===== src/rtl/snes_pkg.sv =====
// Shared encodings and timing constants for the SNES controller emulator.
// Combinational helpers only; no latency, no flow control.
package snes_pkg;

   typedef enum logic [1:0] {
      ST_IDLE  = 2'd0,
      ST_LATCH = 2'd1,
      ST_SHIFT = 2'd2
   } snes_state_t;

   localparam int SNES_BITS = 16;
   localparam int BTN_BITS  = 12;
   localparam int DELAY_12U = 600;
   localparam int DELAY_6U  = 300;

   // Bit index whose console clock rising edge ends the frame.
   localparam logic [3:0] LAST_BIT = 4'd14;
   localparam logic [3:0] MAX_BIT  = 4'd15;

   function automatic logic [SNES_BITS-1:0] load_word(input logic [BTN_BITS-1:0] btn,
                                                      input logic                fill);
      return {{(SNES_BITS - BTN_BITS){fill}}, btn};
   endfunction

endpackage


===== src/rtl/snes_sync_edge.sv =====
// 2-FF synchronizer plus edge-detect register for one asynchronous console line.
// Level valid 2 clk after the input edge, rise/fall pulses in the same cycle; no flow control.
module snes_sync_edge #(
   parameter logic RST_VAL = 1'b0
) (
   input  logic clk,
   input  logic reset,
   input  logic din,
   output logic level,
   output logic rise,
   output logic fall
);

   logic meta;
   logic sync;
   logic sync_d;

   always_ff @(posedge clk) begin
      if (reset) begin
         meta   <= RST_VAL;
         sync   <= RST_VAL;
         sync_d <= RST_VAL;
      end else begin
         meta   <= din;
         sync   <= meta;
         sync_d <= sync;
      end
   end

   assign level = sync;
   assign rise  = sync & ~sync_d;
   assign fall  = ~sync & sync_d;

endmodule


===== src/rtl/snes_controller_emu.sv =====
// Emulates an SNES pad: latches 12 buttons and shifts them out on console clock rising edges.
// data settles 3 clk after a console edge; the console cannot stall it, aborts come from latch or timeout.
module snes_controller_emu
   import snes_pkg::*;
#(
   parameter int   TIMEOUT_CYCLES = 2000,
   parameter logic FILL           = 1'b0
) (
   input  logic          clk,
   input  logic          reset,
   input  logic          latch,
   input  logic          clock,
   input  logic [11:0]   buttons,
   output logic          data,
   output logic          busy,
   output logic [3:0]    bit_count,
   output logic          frame_done,
   output logic          timeout
);

   localparam int             TW   = $clog2(TIMEOUT_CYCLES + 1);
   localparam logic [TW-1:0]  TMAX = TW'(TIMEOUT_CYCLES);

   logic lat_lvl, lat_rise, lat_fall;
   logic clk_lvl, clk_rise, clk_fall;

   snes_sync_edge #(.RST_VAL(1'b0)) u_latch_sync (
      .clk   (clk),
      .reset (reset),
      .din   (latch),
      .level (lat_lvl),
      .rise  (lat_rise),
      .fall  (lat_fall)
   );

   // Clock idles high, so resetting its pipe to 1 avoids a phantom rise after reset.
   snes_sync_edge #(.RST_VAL(1'b1)) u_clock_sync (
      .clk   (clk),
      .reset (reset),
      .din   (clock),
      .level (clk_lvl),
      .rise  (clk_rise),
      .fall  (clk_fall)
   );

   // Console clock falls and the latch rise pulse are deliberately not acted on.
   logic unused_sync;
   assign unused_sync = &{1'b0, clk_lvl, clk_fall, lat_rise};

   snes_state_t           state, nxt_state;
   logic [SNES_BITS-1:0]  shreg, nxt_shreg;
   logic [3:0]            bit_cnt, nxt_bit_cnt;
   logic [TW-1:0]         tcnt, nxt_tcnt;
   logic                  done_set, tmo_set;

   always_ff @(posedge clk) begin
      if (reset) begin
         state <= ST_IDLE;
      end else begin
         state <= nxt_state;
      end
   end

   always_comb begin
      nxt_state   = state;
      nxt_shreg   = shreg;
      nxt_bit_cnt = bit_cnt;
      nxt_tcnt    = tcnt;
      done_set    = 1'b0;
      tmo_set     = 1'b0;
      if (lat_lvl) begin
         // Latch wins over everything, including a same-cycle clock edge.
         nxt_state   = ST_LATCH;
         nxt_shreg   = load_word(buttons, FILL);
         nxt_bit_cnt = 4'd0;
         nxt_tcnt    = '0;
      end else begin
         case (state)
            ST_IDLE: begin
               nxt_bit_cnt = 4'd0;
               nxt_tcnt    = '0;
            end
            ST_LATCH: begin
               nxt_bit_cnt = 4'd0;
               nxt_tcnt    = '0;
               if (lat_fall) begin
                  nxt_state = ST_SHIFT;
               end
            end
            ST_SHIFT: begin
               if (clk_rise) begin
                  nxt_shreg = {FILL, shreg[SNES_BITS-1:1]};
                  nxt_tcnt  = '0;
                  if (bit_cnt != MAX_BIT) begin
                     nxt_bit_cnt = bit_cnt + 4'd1;
                  end
                  if (bit_cnt == LAST_BIT) begin
                     done_set  = 1'b1;
                     nxt_state = ST_IDLE;
                  end
               end else if (tcnt >= TMAX) begin
                  tmo_set   = 1'b1;
                  nxt_state = ST_IDLE;
                  nxt_tcnt  = '0;
               end else begin
                  nxt_tcnt = tcnt + TW'(1);
               end
            end
            default: begin
               nxt_state = ST_IDLE;
            end
         endcase
      end
   end

   always_comb begin
      busy      = (state == ST_LATCH) || (state == ST_SHIFT);
      data      = (state == ST_IDLE) ? FILL : shreg[0];
      bit_count = (state == ST_SHIFT) ? bit_cnt : 4'd0;
   end

   always_ff @(posedge clk) begin
      if (reset) begin
         shreg      <= '0;
         bit_cnt    <= 4'd0;
         tcnt       <= '0;
         frame_done <= 1'b0;
         timeout    <= 1'b0;
      end else begin
         shreg      <= nxt_shreg;
         bit_cnt    <= nxt_bit_cnt;
         tcnt       <= nxt_tcnt;
         frame_done <= done_set;
         timeout    <= tmo_set;
      end
   end

endmodule


===== config.mk =====
export PLATFORM = sky130hd
export DESIGN_NAME = snes_controller_emu
export DESIGN_NICKNAME = d
export VERILOG_FILES = /design/src/rtl/snes_pkg.sv /design/src/rtl/snes_sync_edge.sv /design/src/rtl/snes_controller_emu.sv
export SDC_FILE = /design/constraint.sdc
export NUM_CORES = 1
export LEC_CHECK = 0
export CORE_MARGIN = 3
export CORE_UTILIZATION = 40
export CTS_CLUSTER_SIZE = 8
export DETAILED_ROUTE_END_ITERATION = 8
export GPL_ROUTABILITY_DRIVEN = 0
export PLACE_DENSITY = 0.63
export SYNTH_ARGS = -nofsm -noshare
export SYNTH_HDL_FRONTEND = slang
export SYNTH_SLANG_ARGS = --single-unit
export TNS_END_PERCENT = 50

===== constraint.sdc =====
create_clock -name clk -period 2.05 [get_ports clk]
set_input_delay 0.41 -clock clk [delete_from_list [all_inputs] [get_ports clk]]
set_output_delay 0.41 -clock clk [all_outputs]
set_load 0.005 [all_outputs]

==> results of run 1 <==
==> synth_stat cells <==
master	n	share of area, %
or2_2	3	1.0
o211a_1	1	0.55
o31ai_2	1	0.69
nand3b_4	1	1.1
xnor2_1	8	3.9
nor3_1	8	2.2
a221o_1	1	0.55
nand3_1	4	1.1
o21ai_2	1	0.48
a211oi_2	2	1.4
nand4_2	1	0.69
o211ai_2	1	0.69
mux2i_1	1	0.55
and2_2	1	0.41
nor2b_1	4	1.4
and3b_2	1	0.55
clkbuf_1	2	0.41
nand2b_1	1	0.35
buf_2	1	0.28
and2_1	3	1.0
o21ai_0	3	0.83
nand2_1	28	5.8
ha_1	8	5.5
nand3_2	1	0.55
inv_1	7	1.5
xor2_1	3	1.5
a21oi_1	15	4.1
nor2_1	18	3.7
nand4b_1	1	0.48
a41o_4	1	1.2
buf_6	5	3.1
nor4_4	1	1.2
nand4b_4	1	1.3
dfxtp_1	37	41
nand3b_1	1	0.41
nor4_1	1	0.35
or2b_4	1	0.62
buf_4	1	0.41
a21o_1	1	0.41
mux2_2	11	6.8
==> path summary, 6_finish.rpt <==
kind,from,end,depth (start not counted)
worst max-delay path,state[0],bit_count[2],4
worst min-delay path,u_clock_sync.meta,u_clock_sync.level,1
worst min register to register,u_clock_sync.meta,u_clock_sync.level,1
worst max register to register,state[0],state[0],6
==> stage by stage <==
stage / total power [mW] / utilization (%)
after floorplan: 0.799 / -
after CTS: 1.49 / 52.1
after global placement: 0.838 / 49.1
after detailed placement: 0.839 / 49.1
after global routing: 1.53 / 52.1
final: 1.46 / 52.1
==> cell usage in the layout (no fill, tap or decap), types with 2 or more instances in the layout <==
master / synthesis / final
nand3_1: 4 / 4
clkdlybuf4s50_1: 0 / 22
dfxtp_2: 0 / 2
o21ai_0: 3 / 3
buf_4: 1 / 3
inv_1: 7 / 7
nor2_1: 18 / 18
xor2_1: 3 / 3
nand2_1: 28 / 28
clkbuf_8: 0 / 6
a211oi_2: 2 / 2
a21oi_1: 15 / 15
or2_2: 3 / 3
nor3_1: 8 / 8
dfxtp_1: 37 / 35
nor2b_1: 4 / 4
ha_1: 8 / 7
mux2_2: 11 / 11
xnor2_1: 8 / 8
and2_1: 3 / 3
==> cells by family after synthesis <==
logic type | count (synthesis) | synth area share (%)
simple gates | 80 | 24.3
flops | 37 | 40.9
compound gates | 27 | 10.9
buf+inv | 16 | 5.66
mux | 12 | 7.39
xor+xnor | 11 | 5.32
fa+ha+maj | 8 | 5.53
==> registers in the layout, indices dropped and copies added, names as in the netlist <==
name,count
shreg,12
u_latch_sync.meta,1
u_latch_sync.level,1
u_latch_sync.sync_d,1
timeout,1
frame_done,1
state,2
u_clock_sync.sync_d,1
u_clock_sync.level,1
u_clock_sync.meta,1
tcnt,11
bit_cnt,4
==> cell type report <==
type	count	area share (%)
tap	50	2.88
timing repair buffer	26	11.7
clock inverter	1	1.38
multi-input combinational	138	44.6
clock buffer	7	3.97
inverter	7	1.21
sequential	37	34.2
==> critical path, stage by stage (launching register included) <==
cell             delay, ns
dfxtp_2               0.34
inv_1                 0.08
ha_2                  0.26
and2_2                0.16
clkdlybuf4s50_1       0.48
==> routing by layer <==
layer	wire length, um	share of wire [%]	GRT usage, %
met1	1460	48	16.3
met2	1380	45	21.6
met3	143	4.7	4.24
met4	55	1.8	6.04
met5	0	0	0
==> report_power, final <==
| group | leakage, nW | switching (mW) | internal (mW) |
|---|---|---|---|
| registers | 0.301 | 0.00999 | 0.733 |
| logic | 0.516 | 0.0305 | 0.0489 |
| clock network | 0.0585 | 0.245 | 0.396 |
==> what timing repair did <==
item,CTS,global route
endpoints found under the hold margin,0,0
gates resized for setup,3,1
endpoints found under the setup margin,5,5
cloned,0,0
==> metrics.txt, run 1 <==
status complete, no violations; Synth Cell Area about 1800 um2; final period demand of the worst path roughly 2 ns; Hold WS between 0.4 and 0.5 ns; Final Hold Fails 0; post-route ant nets 0; drt first pass iters 4; Mean Syn Cell Area 9.49 um2; Hold Buf Count CTS 0; Final Setup Violations 0; worst hold path class register to register; grt total ovfl 0; setup_tns 0 ns; register area share after synthesis 40.9%; CTS tree yes; Post-CTS Setup Inserts 0; CP startpoint kind register; Die W between 70 and 80 um; fillers slightly above 400; Clock Path Buffers 2; Top Ports 24; num rows 23; die area ~5400 um2; # DRC 0; initial antenna violation count 0; vias per std cell 4.85; Crit. End Element output port; WP data arrival 1.61 ns; area occupied by registers between 700 and 800 um2; register bit total from synthesis 37; Clock Skew between 0.006 and 0.007 ns; Layout Nets ~240; largest net degree at the start of global routing 19; H-tree levels 2; Fmax a little under 500 MHz; global-route wire length before repair 5.65 mm; RSZ-0062 raised after global routing yes; footprint of the multi-input gates ~1000 um2; Max Cap Violations 0; initial DRC count 57; Net Count, Synth between 200 and 250; share of layout cells above drive strength 1 19.0%; Leak between 0.8 and 0.9 nW; pre-CTS WS 0.200 ns; Worst-path clk slew about 0.07 ns; reg-to-reg slack, setup 0.32 ns; Tcrit/Tclk final 98.4%; PD cells ~670 nW/um2; Crit Path Category register to output port; critical-path maximum fanout 8; via count about 1,300; Die Y roughly 73 um; worst vdd ir about 0.4 mV; Slew Viols, Final 0; worst-skew pair later-pin latency between 0.2 and 0.3 ns; worst path required time roughly 1.6 ns; synth warn 0; Syn-to-layout area delta 20.0%; starting density of the core a little over two fifths; vias in the first global route approximately 1,300; Yosys cell types 40; per-cell routed wire length 11.4 um; Root Buffer clkbuf_8; drt total wl slightly above 3 mm; placed cells between 200 and 300; post-route cell area about 2200 um2; Worst slew margin between 60 and 70%; core area ~4200 um2; n_diodes 0; Post-Layout Cell Count 266; total global-route track usage between 10% and 20%; I/O Buffers 23; worst slew pin tran 0.575 ns; Num CTS Buffers 5; final setup margin 0.0332 ns; clk sinks 37; Post-DP Area around 2100 um2; Synth Instances about 190; DPL Wire Length 2.26 mm
(Power assumes the default switching activity.)
==> run 2, diff against run 1 <==
Settings changed: CORE_ASPECT_RATIO set to 1.2.
==> run 2 against run 1 <==
Non-clock buffer count did not move. Die area about the same. Sequential share of layout area grew 0.40 points. Combinational power grew 2%. Critical endpoint is now bit_count[3]. Largest cell class unchanged.
==> metrics.txt, run 2 (synthesis gave the netlist of run 1 again) <==
placed cells 264 (+2.3%); H-tree levels 2 (unchanged); CTS tree yes; worst vdd ir 0.301 mV (-24%); Hold WS 0.413 ns (+0.00218 ns); # DRC 0 (unchanged); Worst slew margin 68.2% (+6.6 points); initial antenna violation count 0 (unchanged); biggest regs shreg x12, tcnt x11, bit_cnt x4; starting density of the core 41.9% (-1.5 points); Crit. End Element output port; Clock Skew 0.00374 ns (-0.00300 ns); Top Ports 24 (unchanged); max reg flops 12 (unchanged); vias in the first global route 1,269 (-5.7%); die area 5380 um2 (about the same); Clock Path Buffers 2 (unchanged); fillers 432 (+5.9%); via count 1,294 (+0.31%); final period demand of the worst path 1.98 ns (-0.0378 ns); Final Setup Violations 0 (unchanged); largest net degree at the start of global routing 23 (+4); WHS Path Cells 1 (unchanged); Leak 0.843 nW (-3.7%); vias per std cell 4.77 (-1.5%); commonest non-fill, non-tap cells in the layout dfxtp_1 (35), nand2_1 (28), clkdlybuf4s50_1 (23); total global-route track usage 13.3% (-0.11 points); Die Y 79.7 um (+8.8%); hold endpoint u_clock_sync.level; CP startpoint kind register; crit path launch state[0]; status complete, no violations; RSZ-0062 raised after global routing yes; Max Cap Violations 0 (unchanged); footprint of the multi-input gates 971 um2 (unchanged); Reg2Reg Capture Point state[0]; critical-path maximum fanout 8 (unchanged); initial DRC count 63 (+11%); num rows 26 (+13%); Post-DP Area 2060 um2 (+0.37%); DPL Wire Length 2.22 mm (-1.8%); share of layout cells above drive strength 1 18.6% (-0.38 points); clk sinks 37 (unchanged); core area 4330 um2 (+3.7%); Crit Path Category register to output port; Root Buffer clkbuf_8; Worst R2R Path Depth 6 (unchanged); Fmax 505 MHz (+1.9%); per-cell routed wire length 11.4 um (-0.36%); Layout Nets 239 (unchanged); grt total ovfl 0 (unchanged); Num CTS Buffers 5 (unchanged); reg-to-reg slack, setup 0.35 ns (+0.03 ns); drt total wl 3.08 mm (+1.5%); Syn-to-layout area delta 18.6%; worst path required time 1.64 ns (about the same); area occupied by registers 743 um2 (unchanged); Final Hold Fails 0 (unchanged); I/O Buffers 23 (unchanged); Tcrit/Tclk final 96.5% (-1.8 points); PD cells 617 nW/um2 (-8.3%); hold path startpoint u_clock_sync.meta; Post-Layout Cell Count 271 (+1.9%); largest register by flop count shreg; drt first pass iters 4 (unchanged); worst-skew pair later-pin latency 0.28 ns (about the same); post-route ant nets 0 (unchanged); Die W 67.4 um (-8.0%); worst hold path class register to register; worst slew pin tran 0.477 ns (-0.0981 ns); FF-to-FF Start state[0]; Post-CTS Setup Inserts 0 (unchanged); post-route cell area 2150 um2 (-1.2%); most common cell after layout, fill and taps aside dfxtp_1; Worst-path clk slew 0.07 ns (about the same); Slew Viols, Final 0 (unchanged); WP data arrival 1.57 ns (-0.04 ns); n_diodes 0 (unchanged); global-route wire length before repair 5.38 mm (-4.8%)
## run 2: cell types whose count changed in the layout (fill, tap and decap cells not counted), sizes merged
cell / previous run / this run
clkdlybuf4s50: 22 / 23
bufinv: 1 / 0
dlymetal6s2s: 1 / 0
## run 2: repair_timing
item | CTS | global route
endpoints found under the setup margin | 5 | 5
hold buffers | 0 | 0
gates resized for setup | 2 | 1
## run 2: per-stage QoR
step                      setup slack (ns)  TNS, ns  total power, mW  util (%)
after CTS                           0.0128        0             1.35      49.7
after floorplan                      0.502        0            0.799         -
after global placement               0.261        0            0.839      47.6
after detailed placement             0.231        0            0.839      47.6
after global routing               -0.0223  -0.0739             1.39      49.7
final                               0.0710        0             1.33      49.7
## run 2: per-layer routing
layer / vias to the layer above / track usage [%] / share of wire [%]
met1: 580 / 14.7 / 45
li1: 686 / - / -
met5: - / 0 / 0
met4: 0 / 6.69 / 1.8
met3: 5 / 4.23 / 4.1
met2: 23 / 22.4 / 49
## run 2: critical path, stage by stage (launching register included)
cell,delay [ns]
dfxtp_2,0.34
inv_1,0.07
ha_2,0.24
and2_1,0.15
clkdlybuf4s50_1,0.49
## run 2: how the worst max path moves through the flow
stage                         endpoint  slack, ns  cells after the start
after floorplan               state[1]       0.50                      6
after global placement        state[0]       0.26                      6
after detailed placement      state[0]       0.23                      6
after CTS                         data       0.01                      4
after global routing      bit_count[3]      -0.02                      4
final                     bit_count[3]       0.07                      4
## run 2: final cells by class
class | count | area share, %
clock buffer | 7 | 4.02
timing repair buffer | 26 | 11.8
sequential | 37 | 34.6
multi-input combinational | 138 | 45.2
tap | 56 | 3.26
inverter | 7 | 1.22
## run 2: power by group
part | total, mW | switching, mW | internal [mW]
combinational | 0.0809 | 0.0321 | 0.0488
sequential | 0.741 | 0.00831 | 0.733
clock | 0.504 | 0.237 | 0.267
total | 1.33 | 0.278 | 1.05
